$ cat config.mk
export PLATFORM = sky130hd
export DESIGN_NAME = expr_eval
export DESIGN_NICKNAME = d
export VERILOG_FILES = /design/src/rtl/expr_eval.sv
export SDC_FILE = /design/constraint.sdc
export NUM_CORES = 1
export LEC_CHECK = 0
export CAP_MARGIN = 25
export CORE_MARGIN = 8
export CORE_UTILIZATION = 55
export CTS_BUF_LIST = sky130_fd_sc_hd__clkbuf_4 sky130_fd_sc_hd__clkbuf_8 sky130_fd_sc_hd__clkbuf_16
export DETAILED_ROUTE_END_ITERATION = 6
export HOLD_SLACK_MARGIN = 0.06
export PLACE_DENSITY = 0.87
export SYNTH_ARGS = -nofsm -noshare
export SYNTH_HDL_FRONTEND = slang
export SYNTH_SLANG_ARGS = --single-unit
$ cat constraint.sdc
create_clock -name clk -period 4.95 [get_ports clk]
set_clock_uncertainty 0.1 [all_clocks]
set_input_delay 0.7425 -clock clk [delete_from_list [all_inputs] [get_ports clk]]
set_output_delay 0.7425 -clock clk [all_outputs]
set_load 0.02 [all_outputs]
$ cat src/rtl/expr_eval.sv
// expr_eval: streaming evaluator for single-digit '+' / '*' expressions
// terminated by '='. '*' binds tighter than '+'. Arithmetic wraps modulo
// 2^WIDTH. A malformed expression locks the block in an error state until clr.
module expr_eval #(
  parameter int WIDTH = 16
) (
  input  logic             clk,
  input  logic             clr,
  input  logic             in_valid,
  input  logic [7:0]       in,
  output logic [WIDTH-1:0] result,
  output logic             done,
  output logic             error
);

  typedef enum logic [1:0] {
    S_NUM  = 2'd0,
    S_OP   = 2'd1,
    S_DONE = 2'd2,
    S_ERR  = 2'd3
  } state_t;

  localparam logic [WIDTH-1:0] VAL_ZERO = {WIDTH{1'b0}};
  localparam logic [WIDTH-1:0] VAL_ONE  = {{(WIDTH-1){1'b0}}, 1'b1};

  // Character classification helpers
  function automatic logic is_digit(input logic [7:0] c);
    return (c >= 8'h30) && (c <= 8'h39);
  endfunction

  function automatic logic [WIDTH-1:0] digit_val(input logic [7:0] c);
    // Low nibble of an ASCII digit equals its value.
    return {{(WIDTH-4){1'b0}}, c[3:0]};
  endfunction

  state_t           state_r, state_nxt_s;
  logic [WIDTH-1:0] sum_r, sum_nxt_s;
  logic [WIDTH-1:0] term_r, term_nxt_s;
  logic [WIDTH-1:0] result_r, result_nxt_s;
  logic             done_r, done_nxt_s;
  logic             error_r, error_nxt_s;

  logic             is_digit_s;
  logic             is_plus_s;
  logic             is_mul_s;
  logic             is_eq_s;

  // Decode the incoming character
  always_comb begin
    is_digit_s = is_digit(in);
    is_plus_s  = (in == 8'h2B);
    is_mul_s   = (in == 8'h2A);
    is_eq_s    = (in == 8'h3D);
  end

  // Next-state and datapath update; everything holds when no character arrives
  always_comb begin
    state_nxt_s  = state_r;
    sum_nxt_s    = sum_r;
    term_nxt_s   = term_r;
    result_nxt_s = result_r;
    done_nxt_s   = done_r;
    error_nxt_s  = error_r;

    if (in_valid) begin
      case (state_r)
        S_NUM: begin
          if (is_digit_s) begin
            term_nxt_s  = term_r * digit_val(in);
            state_nxt_s = S_OP;
          end else begin
            state_nxt_s = S_ERR;
            error_nxt_s = 1'b1;
            done_nxt_s  = 1'b0;
          end
        end
        S_OP: begin
          if (is_mul_s) begin
            state_nxt_s = S_NUM;
          end else if (is_plus_s) begin
            sum_nxt_s   = sum_r + term_r;
            term_nxt_s  = VAL_ONE;
            state_nxt_s = S_NUM;
          end else if (is_eq_s) begin
            result_nxt_s = sum_r + term_r;
            done_nxt_s   = 1'b1;
            sum_nxt_s    = VAL_ZERO;
            term_nxt_s   = VAL_ONE;
            state_nxt_s  = S_DONE;
          end else begin
            state_nxt_s = S_ERR;
            error_nxt_s = 1'b1;
            done_nxt_s  = 1'b0;
          end
        end
        S_DONE: begin
          if (is_digit_s) begin
            // First digit of the next expression; accumulators were
            // reinitialised when '=' was accepted.
            done_nxt_s  = 1'b0;
            sum_nxt_s   = VAL_ZERO;
            term_nxt_s  = digit_val(in);
            state_nxt_s = S_OP;
          end else begin
            state_nxt_s = S_ERR;
            error_nxt_s = 1'b1;
            done_nxt_s  = 1'b0;
          end
        end
        S_ERR: begin
          // Locked until clr; input is ignored.
          state_nxt_s = S_ERR;
        end
        default: begin
          state_nxt_s = S_ERR;
          error_nxt_s = 1'b1;
          done_nxt_s  = 1'b0;
        end
      endcase
    end else begin
      state_nxt_s  = state_r;
      sum_nxt_s    = sum_r;
      term_nxt_s   = term_r;
      result_nxt_s = result_r;
      done_nxt_s   = done_r;
      error_nxt_s  = error_r;
    end
  end

  // State and datapath registers with asynchronous clear
  always_ff @(posedge clk or posedge clr) begin
    if (clr) begin
      state_r  <= S_NUM;
      sum_r    <= VAL_ZERO;
      term_r   <= VAL_ONE;
      result_r <= VAL_ZERO;
      done_r   <= 1'b0;
      error_r  <= 1'b0;
    end else begin
      state_r  <= state_nxt_s;
      sum_r    <= sum_nxt_s;
      term_r   <= term_nxt_s;
      result_r <= result_nxt_s;
      done_r   <= done_nxt_s;
      error_r  <= error_nxt_s;
    end
  end

  assign result = result_r;
  assign done   = done_r;
  assign error  = error_r;

endmodule
Word-level counts from Yosys, hierarchy flattened
Cells that the tools add are included.
W data, S select, Z words.
{"block": "totals", "inputBits": 11, "word_cells": 63, "register_bits": 52, "out_inout_bits": 18}
{"block": "op_classes", "multipliers": 1, "n_reduce_logical": 11, "order_cmp": 2, "n_eq_ne": 14, "n_addsub": 1, "mux": 26, "bitwise": 2}
{"op": "$mux W16", "count": 9}
{"op": "$pmux W16 S3", "count": 1}
{"op": "$pmux W16 S2", "count": 1}
{"op": "$eq A8 B6 Y1 const B", "count": 3}
{"op": "$add A16 B16 Y16", "count": 1}
{"op": "$mul A16 B4 Y16", "count": 1}
{"op": "$reduce_and A5 Y1", "count": 3}
{"op": "$ne A2 B2 Y1 const B", "count": 7}
{"op": "$reduce_and A6 Y1", "count": 2}
{"op": "$mux W1", "count": 9}
{"op": "$ge A8 B6 Y1 const B", "count": 1}
{"op": "$le A8 B6 Y1 const B", "count": 1}
{"op": "$mux W2", "count": 3}
{"op": "$pmux W2 S3", "count": 1}
{"op": "$eq A2 B2 Y1 const B", "count": 2}
{"op": "$reduce_bool A2 Y1", "count": 2}
{"op": "$ne A3 B3 Y1 const B", "count": 1}
{"op": "$pmux W1 S3", "count": 1}
{"op": "$reduce_bool A3 Y1", "count": 1}
{"op": "$eq A2 B1 Y1 const B", "count": 1}
{"op": "$logic_not A2 Y1", "count": 1}
{"op": "$not A1 Y1", "count": 2}
{"op": "$pmux W1 S2", "count": 1}
{"op": "$reduce_or A2 Y1", "count": 1}
{"op": "$logic_and A1 B1 Y1", "count": 1}

Depth between registers and ports, before layout
Gate-level depths: netlist of the first run.
{"block": "logic_depth", "depth_word": 5, "ltp_mapped": 14}

Worst setup path after synthesis of the first run
Ideal clock, no wire load.
{"block": "synth_timing", "path_kind": "input-to-reg", "start": "input in[2]", "end": "register term_r[11]", "arrival_time_ns": 3.878, "setup_slack_ns": 0.896, "setup_time_ns": 0.076, "cell_stages": 13, "path_buffers": 2, "required_ns": 4.774, "cell_sequence": "buf_2 clkbuf_1 nand2_1 fa_1 fa_1 inv_1 ha_1 a211oi_1 nor2_1 o41ai_2 nor2_1 or4_1 o21ai_1"}
{"block": "synth_via", "elab_chain_len": 4, "elab_cells_between_ends": 16}
{"element": "start: declaration", "line": "10", "text": "input logic [7:0] in,"}
{"element": "parallel branches: the longest is 4 deep, another holds $mul A16 B4 Y16"}
{"element": "end signal: assignment", "line": "142", "text": "term_r <= term_nxt_s;"}
{"element": "end: declaration", "line": "38", "text": "logic [WIDTH-1:0] term_r, term_nxt_s;"}
Several ways; the timed one is not identified. The select of a mux whose other input is x is not followed.
A chain may end at the register's enable or synchronous reset.

Final worst setup path of the first run
{"block": "layout_timing", "start": "input in[1]", "end": "register term_r[11]"}
Same word-level chain as after synthesis.

==> flow_summary.yaml, run 1 <==
drt:
  route.detailed.drc: 0
  drt_iter0_markers: 212
  vias_per_cell: 5.91
  detail_route.first_pass.iterations: 5
  routed-via-count: 3957
  drtAntennaViolNets: 0
  wl_per_cell_um: 16.4
  postRouteWirelength_um: 10900
synthesis:
  synth_seq_cells: 52
  synth_async_sr_flop_share: 1.00
  synth_compound_area_frac: 0.194
  yosysSeqAreaShare: 0.279
  synth.cell_area_um2: 4670
  ys_warn_count: 0
  main_combinational_cell_family_by_area_after_synthesis: "adder cells"
  synth.net_count: 615
  synth_xor_xnor_area_share: 0.0488
  post_synth.cell_area_avg_um2: 8.61
  dominantRegCellSynth: "dfrtp_1"
  post_synth_inst_count: 542
  yosys-mux-area-fraction: 0.00724
  count_of_flip_flops_with_a_built_in_enable_after_synthesis: 0
  synth_adder_area_share: 0.208
  synth_unique_cells: 65
  synth-simple-area-share: 0.201
grt:
  grt_antenna_before_repair: 0
  overflow: 0
  grt_max_degree: 53
  grt_pass1_vias: 3990
  globalRouteTotalUtil: 0.198
  grt_pass1_wl_um: 18900
timing:
  hold_violations: 0
  slew_headroom: 0.454
  fin_hold_ws_ns: 0.377
  worst_tran_pin_value_ns: 0.818
  pins_over_their_slew_limit: 0
  setup_violators_final: 0
  timing.final.crit_share: 0.901
  min_period_ns: 4.46
  max_freq_ghz: 0.224
  rsz0062_at_grt: "false"
  setup_tns_ns: 0
cts:
  cts-buffers-inserted: 5
  clockBufferDepth: 2
  post_cts_buffers: 0
  clock-sinks: 52
  cts-resized-gates: 0
  clock_tree_from_tritoncts: "yes"
  clkLatencyLatePin_ns: 0.32
  clock_tree.htree_level_count: 2
  clk_pin_slew_worst_paths_ns: 0.11
  cts_root_buffer: "clkbuf_8"
  postCtsHoldBufs: 0
finish:
  final_layout_size_suffix_gt1_frac: 0.0426
  final_common_cell: "nand2_1"
  antenna_cells_inserted: 0
  most-common-layout-cells: "77 x nand2_1, 54 x inv_1, 51 x dfrtp_1, 37 x and2_1, 36 x ha_1"
  final_nets: 636
  utilization: 0.626
  n_fill_cell: 667
  syn_to_final_growth_pct: 10.2
flow_run:
  maxcap_viol_count: 0
worst_setup_path:
  crit_chain: "clkdlybuf4s50_1 -> and2_1 -> fa_1 -> inv_1 -> fa_1 -> inv_1 -> ha_1 -> a211oi_1 -> nor2_1 -> o41ai_2 -> buf_4 -> nor2_1 -> or4_1 -> o21ai_1"
  reg2regPathDepth: 12
  critical_path_required_ns: 5.09
  critPathCaptureType: "flip-flop"
  critical-path-slowest-cell: "clkdlybuf4s50_1"
  category_of_the_worst_setup_path_launch_point: "primary input"
  critPathMaxFanout: 21
  crit_path_category: "in2reg"
  worstPathArrival_ns: 4.60
  worst_path_largest_cell_delay_ns: 0.76
placed_design:
  place_congestion: 0.919
  detailedPlacementHpwl_um: 8380
  place.port_buffers: 28
power_and_ir_drop:
  power.static_leakage_nw: 2.41
  power_density_nw_per_um2: 347
  peakVddDrop_uv: 229
  total_power_mw: 1.78
min_path:
  timing.hold.worst_path_depth: 1
  holdCritPathClass: "reg2reg"
die:
  dieArea_um2: 11700
  die_x_um: 108
  initial_core_util: 0.568
  die_h_um: 108
  placeableCoreArea_um2: 8220
  rows: 33
  number_of_primary_i_o_pins: 29
outcome:
  status: "completed"
==> cells by family after synthesis <==
logic type | count (synthesis)
and+or+nand+nor | 188
AOI/OAI and AO/OA | 136
buffers and inverters | 75
adders and majority gates | 62
DFF | 52
xor gates and xnor gates | 26
muxes | 3
==> cells in the mapped netlist, types with 4 or more instances <==
| cell | n | area share |
|---|---|---|
| a211oi_1 | 5 | 0.0080 |
| a21o_1 | 7 | 0.011 |
| a21oi_1 | 25 | 0.027 |
| a22o_1 | 7 | 0.013 |
| a31oi_1 | 6 | 0.0080 |
| and2_1 | 37 | 0.050 |
| clkbuf_1 | 16 | 0.013 |
| dfrtp_1 | 51 | 0.27 |
| fa_1 | 26 | 0.11 |
| ha_1 | 36 | 0.097 |
| inv_1 | 55 | 0.044 |
| nand2_1 | 77 | 0.062 |
| nand3_1 | 10 | 0.011 |
| nand4_1 | 4 | 0.0054 |
| nor2_1 | 26 | 0.021 |
| nor3_1 | 6 | 0.0064 |
| o211ai_1 | 4 | 0.0064 |
| o21a_1 | 8 | 0.013 |
| o21ai_0 | 16 | 0.017 |
| o21ai_1 | 23 | 0.025 |
| o31ai_1 | 10 | 0.016 |
| or3_1 | 4 | 0.0054 |
| xnor2_1 | 14 | 0.026 |
| xor2_1 | 12 | 0.023 |
==> stage by stage <==
stage,std cells,worst slack [ns],instance area [um2]
finish,669,0.489,5140
global route,669,0.235,5140
CTS,669,0.514,5140
detailed placement,661,0.215,5040
global placement,661,0.339,5040
floorplan,542,0.896,4670
==> worst paths after layout <==
path,start,to,slack [ns]
setup reg to reg,term_r[0],term_r[11],1.21
min in group asynchronous,clr,result[0],0.83
hold / removal,error,error,0.38
setup / recovery,in[1],term_r[11],0.49
max in group asynchronous,clr,term_r[10],3.47
hold reg to reg,error,error,0.38
==> power by group <==
part / internal (mW) / leakage (nW) / total [mW] / switching [mW]
Sequential: 0.481 / 0.704 / 0.592 / 0.110
Clock: 0.104 / 0.0463 / 0.268 / 0.164
Combinational: 0.378 / 1.66 / 0.923 / 0.546
Total: 0.963 / 2.41 / 1.78 / 0.820
==> routing by layer <==
layer | vias to the layer above | wire length, um | global-route usage
li1 | 1904 | - | -
met1 | 1890 | 4880 | 0.258
met2 | 140 | 5150 | 0.325
met3 | 23 | 651 | 0.0280
met4 | 0 | 269 | 0.0723
met5 | - | 0 | 0
==> area by class of cell <==
cell class / count / area (um2) / area share
sequential: 52 / 1300 / 0.253
clock inverter: 3 / 27.5 / 0.00536
clock buffer: 5 / 68.8 / 0.0134
timing repair buffer: 34 / 325 / 0.0633
multi-input combinational: 415 / 3080 / 0.599
inverter: 55 / 206 / 0.0402
tap: 105 / 131 / 0.0256
==> flip-flops by register name, summed over array words and instances, names as in the netlist, named ones only <==
name     cells
done         1
error        1
result      16
state_r      1
sum_r       16
term_r      16
==> worst max-delay path: cells and delay by family <==
| family | cells | cell delay (ns) |
|---|---|---|
| buffers and inverters | 4 | 1.05 |
| AND/OR/NAND/NOR | 4 | 0.92 |
| adder cells (fa/ha/maj) | 3 | 1.27 |
| AO/OA/AOI/OAI | 3 | 0.61 |
(Power assumes the default switching activity.)
==> run 2: changes to the inputs <==
--- a/config.mk
+++ b/config.mk
@@ -10,8 +10,10 @@
 export CORE_UTILIZATION = 55
 export CTS_BUF_LIST = sky130_fd_sc_hd__clkbuf_4 sky130_fd_sc_hd__clkbuf_8 sky130_fd_sc_hd__clkbuf_16
 export DETAILED_ROUTE_END_ITERATION = 6
+export GPL_ROUTABILITY_DRIVEN = 0
 export HOLD_SLACK_MARGIN = 0.06
 export PLACE_DENSITY = 0.87
+export SLEW_MARGIN = 20
 export SYNTH_ARGS = -nofsm -noshare
 export SYNTH_HDL_FRONTEND = slang
 export SYNTH_SLANG_ARGS = --single-unit
==> flow_summary.yaml, run 2 (same netlist as run 1, synthesis figures left out) <==
grt:
  globalRouteTotalUtil: 0.197
  overflow: 0
  grt_pass1_wl_um: 19000
  grt_pass1_vias: 3986
  grt_antenna_before_repair: 0
  grt_max_degree: 53
worst_setup_path:
  reg2reg_setup_slack_ns: 1.10
  crit_path_category: "in2reg"
  category_of_the_worst_setup_path_launch_point: "primary input"
  rr_startpoint: "term_r[0]"
  worstPathArrival_ns: 4.71
  reg2regPathDepth: 12
  r2r_end: "term_r[11]"
  critPathCaptureType: "flip-flop"
  critPathMaxFanout: 17
  critical_path_required_ns: 5.10
drt:
  detail_route.first_pass.iterations: 5
  route.detailed.drc: 0
  drtAntennaViolNets: 0
  vias_per_cell: 5.95
  drt_iter0_markers: 250
  routed-via-count: 3974
  postRouteWirelength_um: 11000
  wl_per_cell_um: 16.4
flow_run:
  maxcap_viol_count: 0
outcome:
  status: "completed"
power_and_ir_drop:
  clkPwrFrac: 0.149
  switching_share: 0.460
  power.net_switching_mw: 0.822
  power.static_leakage_nw: 2.40
  power.internal_mw: 0.965
  seq_power_share: 0.331
  p_comb_frac: 0.521
  total_power_mw: 1.79
  peakVddDrop_uv: 240
  power_density_nw_per_um2: 348
timing:
  setup_tns_ns: 0
  worst_tran_pin_value_ns: 0.890
  setup_violators_final: 0
  min_period_ns: 4.56
  timing.final.crit_share: 0.922
  hold_violations: 0
  max_freq_ghz: 0.219
  slew_headroom: 0.407
  pins_over_their_slew_limit: 0
  rsz0062_at_grt: "false"
min_path:
  worstHoldEndpoint: "error"
  timing.hold.worst_path_depth: 1
  hold_start: "error"
  holdCritPathClass: "reg2reg"
cts:
  cts-buffers-inserted: 5
  clockBufferDepth: 2
  post_cts_buffers: 0
  postCtsHoldBufs: 0
  cts_root_buffer: "clkbuf_8"
  clock_tree.htree_level_count: 2
  clock_tree_from_tritoncts: "yes"
  clkLatencyLatePin_ns: 0.32
  cts-resized-gates: 0
  clk_pin_slew_worst_paths_ns: 0.11
  clock-sinks: 52
die:
  die_x_um: 108
  number_of_primary_i_o_pins: 29
  die_h_um: 108
  rows: 33
  placeableCoreArea_um2: 8220
  initial_core_util: 0.568
  dieArea_um2: 11700
finish:
  final_common_cell: "nand2_1"
  n_fill_cell: 668
  syn_to_final_growth_pct: 9.92
  final_layout_size_suffix_gt1_frac: 0.0409
  final_nets: 635
  most-common-layout-cells: "77 x nand2_1, 54 x inv_1, 51 x dfrtp_1, 37 x and2_1, 36 x ha_1"
  antenna_cells_inserted: 0
placed_design:
  detailedPlacementHpwl_um: 8290
  place.port_buffers: 28
## run 2: cell count changes in the layout (fill, tap and decap cells not counted), sizes merged
cell and change:
inv -1, clkbuf +1, buf -1
## run 2: power groups by stage
stage	Combinational (mW)	Sequential (mW)	Clock, mW
after detailed placement	0.912	0.593	0
after CTS	0.921	0.584	0.266
after global placement	0.860	0.588	0
after floorplan	0.728	0.543	0
after global routing	1.05	0.599	0.279
final	0.930	0.591	0.266
## run 2: cell type report
class | count | area (um2) | area share
multi-input cells | 415 | 3080 | 0.600
inverters | 55 | 206 | 0.0403
repair buffers | 33 | 318 | 0.0620
well taps | 105 | 131 | 0.0256
clock buffers | 6 | 76.3 | 0.0149
clock inverters | 2 | 16.3 | 0.00317
flip-flops and latches | 52 | 1300 | 0.254
## run 2: worst max-delay path, stage by stage
cell and delay, ns:
clkdlybuf4s50_1 0.82, nand2_1 0.17, fa_1 0.54, fa_1 0.62, inv_1 0.07, ha_1 0.32, a211oi_1 0.30, nor2_1 0.15
o41ai_2 0.23, buf_4 0.19, nor2_1 0.04, or4_1 0.40, o21ai_1 0.13
## run 2: how the worst max path moves through the flow
stage / startpoint / endpoint / slack [ns] / cells after the start
finish: in[3] / term_r[11] / 0.39 / 13
global route: in[3] / term_r[11] / 0.13 / 13
CTS: in[3] / term_r[11] / 0.48 / 13
detailed placement: in[3] / term_r[11] / 0.16 / 13
global placement: in[1] / term_r[11] / 0.34 / 14
floorplan: in[2] / term_r[11] / 0.90 / 13
## run 2: stage by stage
step / cell area, um2 / utilization / worst slack, ns / cells / hold slack, ns
finish: 5130 / 0.624 / 0.387 / 668 / 0.377
global placement: 5040 / 0.613 / 0.338 / 660 / 0.353
detailed placement: 5040 / 0.613 / 0.157 / 660 / 0.360
floorplan: 4670 / - / 0.896 / 542 / 0.355
CTS: 5130 / 0.624 / 0.480 / 668 / 0.379
global route: 5130 / 0.624 / 0.132 / 668 / 0.392
## run 2: routing by layer
layer | track usage | part of all wire | routed length (um) | vias to the layer above
met5 | 0 | 0 | 0 | -
met4 | 0.0634 | 0.015 | 167 | 0
met3 | 0.0256 | 0.069 | 752 | 20
met2 | 0.327 | 0.48 | 5250 | 144
met1 | 0.258 | 0.44 | 4800 | 1916
li1 | - | - | - | 1894
